--- config.mk ---
export PLATFORM = sky130hd
export DESIGN_NAME = contador_sched_flat
export DESIGN_NICKNAME = d
export VERILOG_FILES = /design/src/rtl/contador_pkg.sv /design/src/rtl/contador_sched_if.sv /design/src/rtl/contador_sched_nxt.sv /design/src/rtl/contador_sched.sv /design/src/flat_wrapper.sv
export SDC_FILE = /design/constraint.sdc
export NUM_CORES = 1
export LEC_CHECK = 0
export ABC_AREA = 0
export BUFFER_PORTS_ARGS = -buffer_cell sky130_fd_sc_hd__buf_2
export CORE_MARGIN = 8
export CORE_UTILIZATION = 40
export DETAILED_ROUTE_END_ITERATION = 8
export PLACE_DENSITY_LB_ADDON = 0.3
export SLEW_MARGIN = 20
export SYNTH_ARGS = -nofsm -noshare
export SYNTH_HDL_FRONTEND = slang
export SYNTH_SLANG_ARGS = --single-unit
--- constraint.sdc ---
create_clock -name CLK -period 4.4 [get_ports CLK]
set_clock_uncertainty 0.05 [all_clocks]
set_input_delay 0.66 -clock CLK [delete_from_list [all_inputs] [get_ports CLK]]
set_output_delay 0.66 -clock CLK [all_outputs]
set_load 0.05 [all_outputs]
--- src/rtl/contador_pkg.sv ---
// contador_pkg: definitions shared by the readout scheduler, the counter bank
// (contadores) and their benches.
//   - NumCntDefault / DataWDefault / IdxWDefault: default bank geometry.
//   - TimeoutDefault: default wait limit for the optional scheduler timeout.
//   - sched_state_e: 3-bit scheduler FSM encoding.
package contador_pkg;

  localparam int unsigned NumCntDefault  = 5;
  localparam int unsigned DataWDefault   = 5;
  localparam int unsigned IdxWDefault    = 3;
  localparam int unsigned TimeoutDefault = 8;

  typedef enum logic [2:0] {
    StIdle      = 3'd0,
    StWaitIdle  = 3'd1,
    StIssue     = 3'd2,
    StWaitValid = 3'd3,
    StDone      = 3'd4
  } sched_state_e;

endpackage

--- src/rtl/contador_sched_if.sv ---
// contador_sched_if: read bus between the scheduler, the counter bank and the
// result consumer.
//   cnt_req/cnt_idx   scheduler -> bank read strobe and index
//   cnt_data/cnt_valid bank -> scheduler returned value
//   rd_valid/rd_idx/rd_data/rd_err  scheduler -> consumer tagged result
// Modports: master = scheduler side, slave = bank/consumer side.
interface contador_sched_if
  import contador_pkg::*;
#(
  parameter int unsigned DATA_W = DataWDefault,
  parameter int unsigned IDX_W  = IdxWDefault
) ();

  logic              cnt_req;
  logic [IDX_W-1:0]  cnt_idx;
  logic [DATA_W-1:0] cnt_data;
  logic              cnt_valid;
  logic              rd_valid;
  logic [IDX_W-1:0]  rd_idx;
  logic [DATA_W-1:0] rd_data;
  logic              rd_err;

  modport master (
    output cnt_req, cnt_idx, rd_valid, rd_idx, rd_data, rd_err,
    input  cnt_data, cnt_valid
  );

  modport slave (
    input  cnt_req, cnt_idx, rd_valid, rd_idx, rd_data, rd_err,
    output cnt_data, cnt_valid
  );

endinterface

--- src/rtl/contador_sched_nxt.sv ---
// contador_sched_nxt: combinational next-set-bit finder.
//   mask       candidate counter bits
//   cur        current index; only bits strictly above it qualify
//   from_start ignore cur and return the lowest set bit
//   nxt_idx    selected index (0 when nothing found)
//   found      a qualifying bit exists
module contador_sched_nxt
  import contador_pkg::*;
#(
  parameter int unsigned NUM_CNT = NumCntDefault,
  parameter int unsigned IDX_W   = IdxWDefault
) (
  input  logic [NUM_CNT-1:0] mask,
  input  logic [IDX_W-1:0]   cur,
  input  logic               from_start,
  output logic [IDX_W-1:0]   nxt_idx,
  output logic               found
);

  // Scan downwards so the last hit written is the lowest qualifying index.
  always_comb begin
    nxt_idx = '0;
    found   = 1'b0;
    for (int i = NUM_CNT - 1; i >= 0; i--) begin
      if (mask[i] && (from_start || (IDX_W'(i) > cur))) begin
        nxt_idx = IDX_W'(i);
        found   = 1'b1;
      end
    end
  end

endmodule

--- src/rtl/contador_sched.sv ---
// contador_sched: readout scheduler for the pop-counter bank. A start pulse
// latches en_mask, waits for fifo_idle, then reads every enabled counter in
// ascending order through the bank's single read port and re-emits each value
// as a one-cycle tagged record.
//   CLK, reset    clock and synchronous active-high reset
//   start         sweep request (ignored unless idle)
//   en_mask       counters to read, sampled with start
//   fifo_idle     FIFO subsystem quiescent
//   bus           contador_sched_if.master: cnt_* to the bank, rd_* results
//   busy, done    sweep in progress / one-cycle end-of-sweep pulse
// Build option: CONTADOR_SCHED_TIMEOUT_EN adds a TIMEOUT-cycle limit on the
// bank response; an expired wait yields rd_valid with rd_err=1, rd_data=0.
module contador_sched
  import contador_pkg::*;
#(
  parameter int unsigned NUM_CNT = NumCntDefault,
  parameter int unsigned DATA_W  = DataWDefault,
  parameter int unsigned IDX_W   = IdxWDefault,
  parameter int unsigned TIMEOUT = TimeoutDefault
) (
  input  logic                CLK,
  input  logic                reset,
  input  logic                start,
  input  logic [NUM_CNT-1:0]  en_mask,
  input  logic                fifo_idle,
  contador_sched_if.master    bus,
  output logic                busy,
  output logic                done
);

  sched_state_e       state_q, state_d;
  logic [NUM_CNT-1:0] mask_q, mask_d;
  logic [IDX_W-1:0]   cur_q, cur_d;
  logic [IDX_W-1:0]   rd_idx_q, rd_idx_d;
  logic [DATA_W-1:0]  rd_data_q, rd_data_d;
  logic               rd_valid_q, rd_valid_d;
  logic               cnt_req_q, busy_q, done_q;
  logic [NUM_CNT-1:0] srch_mask;
  logic               from_start, found, timeout;
  logic [IDX_W-1:0]   nxt_idx;

  // In idle the finder looks at the incoming mask for the lowest bit; otherwise
  // it walks the latched mask above the current index.
  assign from_start = (state_q == StIdle);
  assign srch_mask  = from_start ? en_mask : mask_q;

  contador_sched_nxt #(
    .NUM_CNT (NUM_CNT),
    .IDX_W   (IDX_W)
  ) u_nxt (
    .mask       (srch_mask),
    .cur        (cur_q),
    .from_start (from_start),
    .nxt_idx    (nxt_idx),
    .found      (found)
  );

  always_comb begin
    state_d    = state_q;
    mask_d     = mask_q;
    cur_d      = cur_q;
    rd_valid_d = 1'b0;
    rd_idx_d   = rd_idx_q;
    rd_data_d  = rd_data_q;
    case (state_q)
      StIdle: begin
        if (start) begin
          mask_d = en_mask;
          if (!found) begin
            state_d = StDone;
          end else begin
            cur_d   = nxt_idx;
            state_d = fifo_idle ? StIssue : StWaitIdle;
          end
        end
      end
      StWaitIdle: if (fifo_idle) state_d = StIssue;
      StIssue:    state_d = StWaitValid;
      StWaitValid: begin
        if (bus.cnt_valid || timeout) begin
          rd_valid_d = 1'b1;
          rd_idx_d   = cur_q;
          rd_data_d  = bus.cnt_valid ? bus.cnt_data : '0;
          // Masked indices are skipped in the same cycle the result lands.
          if (found) begin
            cur_d   = nxt_idx;
            state_d = StIssue;
          end else begin
            state_d = StDone;
          end
        end
      end
      StDone:  state_d = StIdle;
      default: state_d = StIdle;
    endcase
  end

  // Strobes are registered from the next state so they line up with it.
  always_ff @(posedge CLK) begin
    if (reset) begin
      state_q    <= StIdle;
      mask_q     <= '0;
      cur_q      <= '0;
      rd_valid_q <= 1'b0;
      rd_idx_q   <= '0;
      rd_data_q  <= '0;
      cnt_req_q  <= 1'b0;
      busy_q     <= 1'b0;
      done_q     <= 1'b0;
    end else begin
      state_q    <= state_d;
      mask_q     <= mask_d;
      cur_q      <= cur_d;
      rd_valid_q <= rd_valid_d;
      rd_idx_q   <= rd_idx_d;
      rd_data_q  <= rd_data_d;
      cnt_req_q  <= (state_d == StIssue);
      busy_q     <= (state_d != StIdle);
      done_q     <= (state_d == StDone);
    end
  end

`ifdef CONTADOR_SCHED_TIMEOUT_EN
  localparam int unsigned WaitW = $clog2(TIMEOUT + 1);

  logic [WaitW-1:0] wait_q, wait_d;
  logic             rd_err_q;

  // wait_q is 0 during ISSUE and counts cycles since then, so a silent bank
  // produces its error record TIMEOUT cycles after the read strobe.
  always_comb begin
    wait_d = wait_q;
    if (state_d == StIssue) begin
      wait_d = '0;
    end else if ((state_q == StIssue) || (state_q == StWaitValid)) begin
      wait_d = wait_q + WaitW'(1);
    end
  end

  // A real response in the expiry cycle wins over the timeout.
  assign timeout = (state_q == StWaitValid) && !bus.cnt_valid &&
                   ((wait_q + WaitW'(1)) == WaitW'(TIMEOUT));

  always_ff @(posedge CLK) begin
    if (reset) begin
      wait_q   <= '0;
      rd_err_q <= 1'b0;
    end else begin
      wait_q   <= wait_d;
      rd_err_q <= timeout;
    end
  end

  assign bus.rd_err = rd_err_q;
`else
  assign timeout    = 1'b0;
  assign bus.rd_err = 1'b0;
`endif

  assign bus.cnt_req  = cnt_req_q;
  assign bus.cnt_idx  = cur_q;
  assign bus.rd_valid = rd_valid_q;
  assign bus.rd_idx   = rd_idx_q;
  assign bus.rd_data  = rd_data_q;
  assign busy         = busy_q;
  assign done         = done_q;

endmodule

--- src/flat_wrapper.sv ---
// flat-port wrapper written by rule: the top's interface ports become plain ports
module contador_sched_flat import contador_pkg::*;
#(
  parameter int unsigned NUM_CNT = NumCntDefault,
  parameter int unsigned DATA_W  = DataWDefault,
  parameter int unsigned IDX_W   = IdxWDefault,
  parameter int unsigned TIMEOUT = TimeoutDefault
)
  (CLK, reset, start, en_mask, fifo_idle, busy, done, bus_cnt_req, bus_cnt_idx, bus_rd_valid, bus_rd_idx, bus_rd_data, bus_rd_err, bus_cnt_data, bus_cnt_valid);
  contador_sched_if #(.DATA_W(DATA_W), .IDX_W(IDX_W)) bus_i ();
  input  logic CLK;
  input  logic reset;
  input  logic start;
  input  logic [NUM_CNT-1:0] en_mask;
  input  logic fifo_idle;
  output logic busy;
  output logic done;
  output wire logic [$bits(bus_i.cnt_req)-1:0] bus_cnt_req;
  output wire logic [$bits(bus_i.cnt_idx)-1:0] bus_cnt_idx;
  output wire logic [$bits(bus_i.rd_valid)-1:0] bus_rd_valid;
  output wire logic [$bits(bus_i.rd_idx)-1:0] bus_rd_idx;
  output wire logic [$bits(bus_i.rd_data)-1:0] bus_rd_data;
  output wire logic [$bits(bus_i.rd_err)-1:0] bus_rd_err;
  input wire logic [$bits(bus_i.cnt_data)-1:0] bus_cnt_data;
  input wire logic [$bits(bus_i.cnt_valid)-1:0] bus_cnt_valid;
  assign bus_cnt_req = bus_i.cnt_req;
  assign bus_cnt_idx = bus_i.cnt_idx;
  assign bus_rd_valid = bus_i.rd_valid;
  assign bus_rd_idx = bus_i.rd_idx;
  assign bus_rd_data = bus_i.rd_data;
  assign bus_rd_err = bus_i.rd_err;
  assign bus_i.cnt_data = bus_cnt_data;
  assign bus_i.cnt_valid = bus_cnt_valid;
  contador_sched #(.NUM_CNT(NUM_CNT), .DATA_W(DATA_W), .IDX_W(IDX_W), .TIMEOUT(TIMEOUT)) u_core (.CLK(CLK), .reset(reset), .start(start), .en_mask(en_mask), .fifo_idle(fifo_idle), .bus(bus_i), .busy(busy), .done(done));
endmodule
==> flow_summary.ini, run 1 <==
[setup_path]
worstPathMaxFanout = 7
start_kind = flip-flop
path_cells = nor3_1 > a22oi_1 > o311a_1 > or3_1
ff2ff_path_depth = 4
worstReg2RegEnd = u_core.busy$_SDFF_PP0_
reg2reg_slack_ps = 2520
crit_required_ps = 4550
reg2reg_from = u_core.state_q[2]$_SDFF_PP0_
end_kind = flip-flop
cp.arrival_ps = 2030
crit_type = reg -> reg
crit_path_top_delay_cell = nor3_1
timing.critical_path.to = u_core.busy$_SDFF_PP0_
startpoint = u_core.state_q[2]$_SDFF_PP0_
crit_path_max_incr_delay_ps = 450

[final_layout]
multi_input_area_sq_um = 504
finalNonFillerCells = 174
regArea_sq_um = 440
antenna_cells = 0
fill_cells = 229
drive_above_1_share_pct = 28.5
final_cell_area_sq_um = 1200
fin_nets = 160
syn_to_final_growth_pct = 20.6

[timing]
rsz0062_at_grt = no
finalSetupTns_ps = 0
maxSlewViolCount = 0
fmax_mhz = 533
hold_violations = 0
worst_slew_pin_slew_ps = 599
setup_violations = 0
period_share_pct = 42.7
timing.slew.headroom_pct = 59.8
final.min_clock_period_ps = 1880

[min_path]
hp-class = reg -> reg
min_from = u_core.bus.rd_idx[1]$_SDFFE_PP0P_

[routing]
first_iter_violations = 29
via_count = 928
vias_per_cell = 5.33
drt_pass1_iterations = 4
wl_per_cell_um = 14.2
drt_wl_total_mm = 2.47
antenna_left = 0
route.detailed.drc = 0

[pwr]
ir_worst_vdd_uv = 226
leakage_nw = 0.550
p_per_area_nw_per_um2 = 404

[global_route]
met2_usage_pct = 19.4
busiest_layer = met2
grt_pass1_wl_mm = 3.96
use_met1_pct = 12.8
grt_overflow = 0
grt_pass1_vias = 857
antenna_found_initial = 0
grt_util_met3_pct = 3.39
grt.total_usage_pct = 11.4
grt_max_degree = 17

[floorplanning]
start_util_pct = 41.4
fp.dieArea_sq_um = 4350
ioPinCount = 31
coreArea_sq_um = 2410
rows = 18
die_w_um = 65.9
die_h_um = 65.9

[logic_synthesis]
ys_warn_count = 0
ys_seq_area_share_pct = 44.2
syn_nets = 131
synthCells = 116
synth_area_per_cell_sq_um = 8.60
synth-seq-cells = 22
synth_area_sq_um = 997
synth.distinct_cells = 34

[cts]
clkLatencyLatePin_ps = 300
cts_tree = built
post_cts_resized = 0
postCtsSetupBuffers = 0
cts_root_buf = clkbuf_4
cts_sinks = 22
clock_path_buffers = 2
cts_max_level = 1
cts_hold_buf = 0
cts.reportedPaths.clkPinSlew_ps = 120
cts_buffers = 3

[placement]
gpl.final_weighted_congestion = 0.850
place_area_sq_um = 1150
hpwl_mm = 1.86
io_buffers = 29
place_inst = 170

[flow_run]
cap_violations = 0

[run_status]
outcome = completed
## metrics by stage
stage	hold slack, ps	power (mW)	setup slack (ps)	utilization [%]
2_1_floorplan	419	0.311	2350	-
3_3_place_gp	390	0.334	2190	47.7
3_5_place_dp	397	0.336	2180	47.7
4_1_cts	416	0.490	2520	49.9
5_1_grt	433	0.509	2310	49.9
6_report	413	0.485	2520	49.9
## kinds of logic (layout without fill, tap and decap cells)
kind of cell	count (synthesis)	after routing	synth area share (%)
simple gates	49	49	25.8
compound gates	28	28	19.3
flops	22	22	44.2
buf+inv	11	39	5.27
mux	5	5	5.02
other cells	1	1	0.376
## layer usage
| metal | wire, um | part of all wire (%) | up-vias |
|---|---|---|---|
| li1 | - | - | 455 |
| met1 | 966 | 39 | 435 |
| met2 | 1300 | 53 | 32 |
| met3 | 157 | 6.4 | 6 |
| met4 | 47 | 1.9 | 0 |
| met5 | 0 | 0 | - |
## worst min path at each step
stage / to / slack [ps] / cells after the start
detailed placement: u_core.bus.rd_data[2]$_SDFFE_PP0P_ / 400 / 2
CTS: u_core.bus.rd_data[2]$_SDFFE_PP0P_ / 420 / 2
floorplan: u_core.mask_q[1]$_SDFFE_PP0P_ / 420 / 2
finish: u_core.bus.rd_idx[1]$_SDFFE_PP0P_ / 410 / 2
global placement: u_core.bus.rd_data[1]$_SDFFE_PP0P_ / 390 / 2
global route: u_core.bus.rd_idx[2]$_SDFFE_PP0P_ / 430 / 2
## sequential cells by signal, summed over array words and instances, names as in the netlist
| register | flops |
|---|---|
| u_core.bus.cnt_idx | 3 |
| u_core.bus.cnt_req | 1 |
| u_core.bus.rd_data | 5 |
| u_core.bus.rd_idx | 3 |
| u_core.bus.rd_valid | 1 |
| u_core.busy | 1 |
| u_core.done | 1 |
| u_core.mask_q | 4 |
| u_core.state_q | 3 |
## placed cells by master, fill, tap and decap left out, types with 2 or more instances in the layout
| cell type | instances |
|---|---|
| a32o_1 | 2 |
| and2_1 | 2 |
| a21oi_1 | 13 |
| dfxtp_1 | 22 |
| nor2_1 | 11 |
| buf_2 | 29 |
| o21ai_0 | 4 |
| mux2i_1 | 5 |
| o21ai_1 | 2 |
| clkbuf_4 | 3 |
| nand3_1 | 2 |
| nor2b_1 | 2 |
| inv_1 | 6 |
| nand2_1 | 21 |
## layout make-up
cell class | count | area share, %
Clock buffer | 3 | 1.87
Clock inverter | 1 | 2.50
Inverter | 6 | 1.87
Multi-Input combinational cell | 83 | 41.9
Sequential cell | 22 | 36.6
Tap cell | 30 | 3.12
Timing Repair Buffer | 29 | 12.1
## critical path: cells and delay by family (launching register included)
kind,cells,cell delay (ps)
AO/OA/AOI/OAI,2,540
flip-flops,1,380
AND/OR/NAND/NOR,2,810
## power by group
part	total (mW)	internal [mW]	switching, mW
Clock	0.153	0.0920	0.0608
Combinational	0.109	0.0384	0.0701
Sequential	0.224	0.211	0.0126
## cells in the mapped netlist
| cell type | instances | area, sq um |
|---|---|---|
| a2111oi_0 | 1 | 8.76 |
| a21oi_1 | 13 | 65.1 |
| a22oi_1 | 1 | 7.51 |
| a32o_1 | 2 | 20.0 |
| and2_1 | 2 | 12.5 |
| buf_4 | 1 | 7.51 |
| buf_6 | 1 | 11.3 |
| clkbuf_1 | 3 | 11.3 |
| conb_1 | 1 | 3.75 |
| dfxtp_1 | 22 | 440 |
| inv_1 | 6 | 22.5 |
| mux2i_1 | 5 | 50.1 |
| nand2_1 | 21 | 78.8 |
| nand2b_1 | 1 | 6.26 |
| nand3_1 | 2 | 10.0 |
| nand3b_2 | 1 | 11.3 |
| nand4_2 | 1 | 12.5 |
| nand4b_1 | 1 | 8.76 |
| nor2_1 | 11 | 41.3 |
| nor2_2 | 1 | 6.26 |
| nor2b_1 | 2 | 12.5 |
| nor3_1 | 1 | 5.00 |
| nor4_1 | 1 | 6.26 |
| nor4b_2 | 1 | 15.0 |
| o211ai_1 | 1 | 7.51 |
| o21a_1 | 1 | 7.51 |
| o21ai_0 | 4 | 20.0 |
| o21ai_1 | 2 | 10.0 |
| o21ai_2 | 1 | 8.76 |
| o311a_1 | 1 | 10.0 |
| o32ai_4 | 1 | 27.5 |
| or3_1 | 1 | 6.26 |
| or3_4 | 1 | 11.3 |
| or4b_4 | 1 | 13.8 |
(Power assumes the default switching activity.)
==> run 2, diff against run 1 <==
- ABC_AREA: 0 -> 1
- clock period: 4.4 -> 1.6 ns (I/O delays scaled with it)
==> flow_summary.ini, run 2 <==
[logic_synthesis]
ys_top_cells_by_count = nand2_1, inv_1, dfxtp_1
synth.largest_area_cell = dfxtp_1
ys_seq_area_share_pct = 42.9
ys.flop_type = dfxtp_1
ys_warn_count = 0
ys_async_sr_fraction_pct = 0
syn_nets = 163
synth_area_sq_um = 1030
synth-seq-cells = 22
synthCells = 148
synth_area_per_cell_sq_um = 6.93
yosysTopAreaCellShare_pct = 42.9
synth.distinct_cells = 21
synth_area_leaders = dfxtp_1, nand2_1, inv_1
yosysMostFrequentCell = nand2_1
synth_edf_count = 0

[pwr]
total_power_mw = 1.61
net-switching-power_mw = 0.666
p_int_mw = 0.946
seq_power_share_pct = 41.3
switching_share_pct = 41.3
power_frac_comb_pct = 39.7
ir_worst_vdd_uv = 978
p_clk_share_pct = 19.0
leakage_nw = 0.640
p_per_area_nw_per_um2 = 1300

[floorplanning]
die_w_um = 66.6
rows = 18
coreArea_sq_um = 2450
start_util_pct = 41.8
fp.dieArea_sq_um = 4440
ioPinCount = 31
die_h_um = 66.6

[final_layout]
final_cell_area_sq_um = 1240
layout_common_cells = nand2_1, buf_2, inv_1, dfxtp_1
fill_cells = 255
fin_nets = 195
antenna_cells = 0
syn_to_final_growth_pct = 21.1
drive_above_1_share_pct = 27.4
final_common_cell = nand2_1
largest_reg_flops = 5

[setup_path]
startpoint = u_core.state_q[0]$_SDFF_PP0_
crit_type = reg -> reg
crit_path_max_incr_delay_ps = 420
crit_required_ps = 1750
crit_buf_inv = 1
end_kind = flip-flop
worstPathMaxFanout = 9
crit_path_top_delay_cell = dfxtp_1
cp.arrival_ps = 1660
crit_top_cell = nand2_1
path_delay_family = simple AND/OR/NAND/NOR gates
path_cells = inv_2 > nand2_4 > nand2_1 > a21oi_2 > nand3_2 > nand2_1 > nand2_1 > nand2_1 > nand3_1
reg2reg_from = u_core.state_q[0]$_SDFF_PP0_
start_kind = flip-flop

[cts]
cts_buffers = 3
postCtsSetupBuffers = 0
cts_tree = built
cts_max_level = 1
cts_hold_buf = 0
post_cts_resized = 0
cts_sinks = 22
cts.reportedPaths.clkPinSlew_ps = 120
clkLatencyLatePin_ps = 300
cts_root_buf = clkbuf_4
clock_path_buffers = 2

[global_route]
grt_max_degree = 18
grt_overflow = 0
grt.total_usage_pct = 10.9
grt_pass1_vias = 951
grt_pass1_wl_mm = 3.84
antenna_found_initial = 0

[routing]
first_iter_violations = 18
highest_layer = met4
route.met3.wl_um = 121
wl_met2_mm = 1.13
drt_wl_total_mm = 2.34
vias_per_cell = 4.68
wl_met1_mm = 1.05
antenna_left = 0
via_count = 978
route.detailed.drc = 0
wl_per_cell_um = 11.2
drt_pass1_iterations = 4

[timing]
rsz0062_at_grt = no
hold_violations = 0
finalSetupTns_ps = 0
fmax_mhz = 665
period_share_pct = 94.0
setup_violations = 0
maxSlewViolCount = 0
final.min_clock_period_ps = 1500

[placement]
io_buffers = 29
place_area_sq_um = 1200
gpl.final_weighted_congestion = 0.938
hpwl_mm = 1.86

[min_path]
min_from = reset
hp-class = in -> reg

[run_status]
outcome = completed

[flow_run]
cap_violations = 0
==> run 2: cell types whose count changed after synthesis, sizes merged, moves of 2 or more <==
cell	before	now
a21oi	13	18
a32o	2	0
and2	2	0
inv	6	28
mux2i	5	0
nand2	21	35
nand3	2	6
nor2b	2	0
o21ai	7	15
or3	2	0
==> run 2: per-layer routing <==
layer | vias up | global-route usage [%]
li1 | 521 | -
met1 | 433 | 12.0
met2 | 20 | 18.5
met5 | - | 0
met3 | 4 | 2.85
met4 | 0 | 6.40
==> run 2: power groups by stage <==
| stage | clock [mW] | sequential (mW) | combinational [mW] |
|---|---|---|---|
| floorplan | 0 | 0.806 | 0.373 |
| global route | 0.335 | 0.673 | 0.711 |
| finish | 0.306 | 0.666 | 0.640 |
| CTS | 0.314 | 0.665 | 0.640 |
| detailed placement | 0 | 0.677 | 0.638 |
| global placement | 0 | 0.677 | 0.627 |
==> run 2: cell type report <==
class | count | area, sq um | share of cell area [%]
clock buffers | 4 | 36.3 | 2.92
inverters | 28 | 105 | 8.46
well taps | 30 | 37.5 | 3.02
flip-flops and latches | 22 | 443 | 35.6
repair buffers | 31 | 160 | 12.9
multi-input cells | 94 | 460 | 37.1
==> run 2: logic make-up after synthesis <==
logic type,Yosys count,share of synthesized area (%)
and+or+nand+nor,60,27.3
other,1,0.366
AOI/OAI and AO/OA,33,17.2
DFF,22,42.9
buffers and inverters,32,12.2
==> run 2: path summary, 6_finish.rpt <==
| check | end | slack [ps] | cells after the start |
|---|---|---|---|
| hold / removal | u_core.bus.cnt_idx[2]$_SDFFE_PP0P_ | 70 | 2 |
| setup reg to reg | u_core.busy$_SDFF_PP0_ | 100 | 9 |
| setup / recovery | u_core.busy$_SDFF_PP0_ | 100 | 9 |
| hold reg to reg | u_core.bus.rd_data[1]$_SDFFE_PP0P_ | 400 | 2 |
==> run 2: worst reg2reg max path, cell delays in order (launching register included) <==
cell	delay, ps
dfxtp_1	420
inv_2	90
nand2_4	120
nand2_1	100
a21oi_2	170
nand3_2	140
nand2_1	100
nand2_1	50
nand2_1	80
nand3_1	90
==> run 2: metrics by stage <==
step / worst slack, ps / std cells / hold WS (ps) / util [%]
CTS: 103 / 209 / 61.2 / 50.6
global route: 9.85 / 209 / 71.4 / 50.6
floorplan: 9.74 / 148 / 252 / -
detailed placement: 118 / 205 / 384 / 49.1
global placement: 178 / 205 / 381 / 49.1
finish: 95.5 / 209 / 65.9 / 50.6
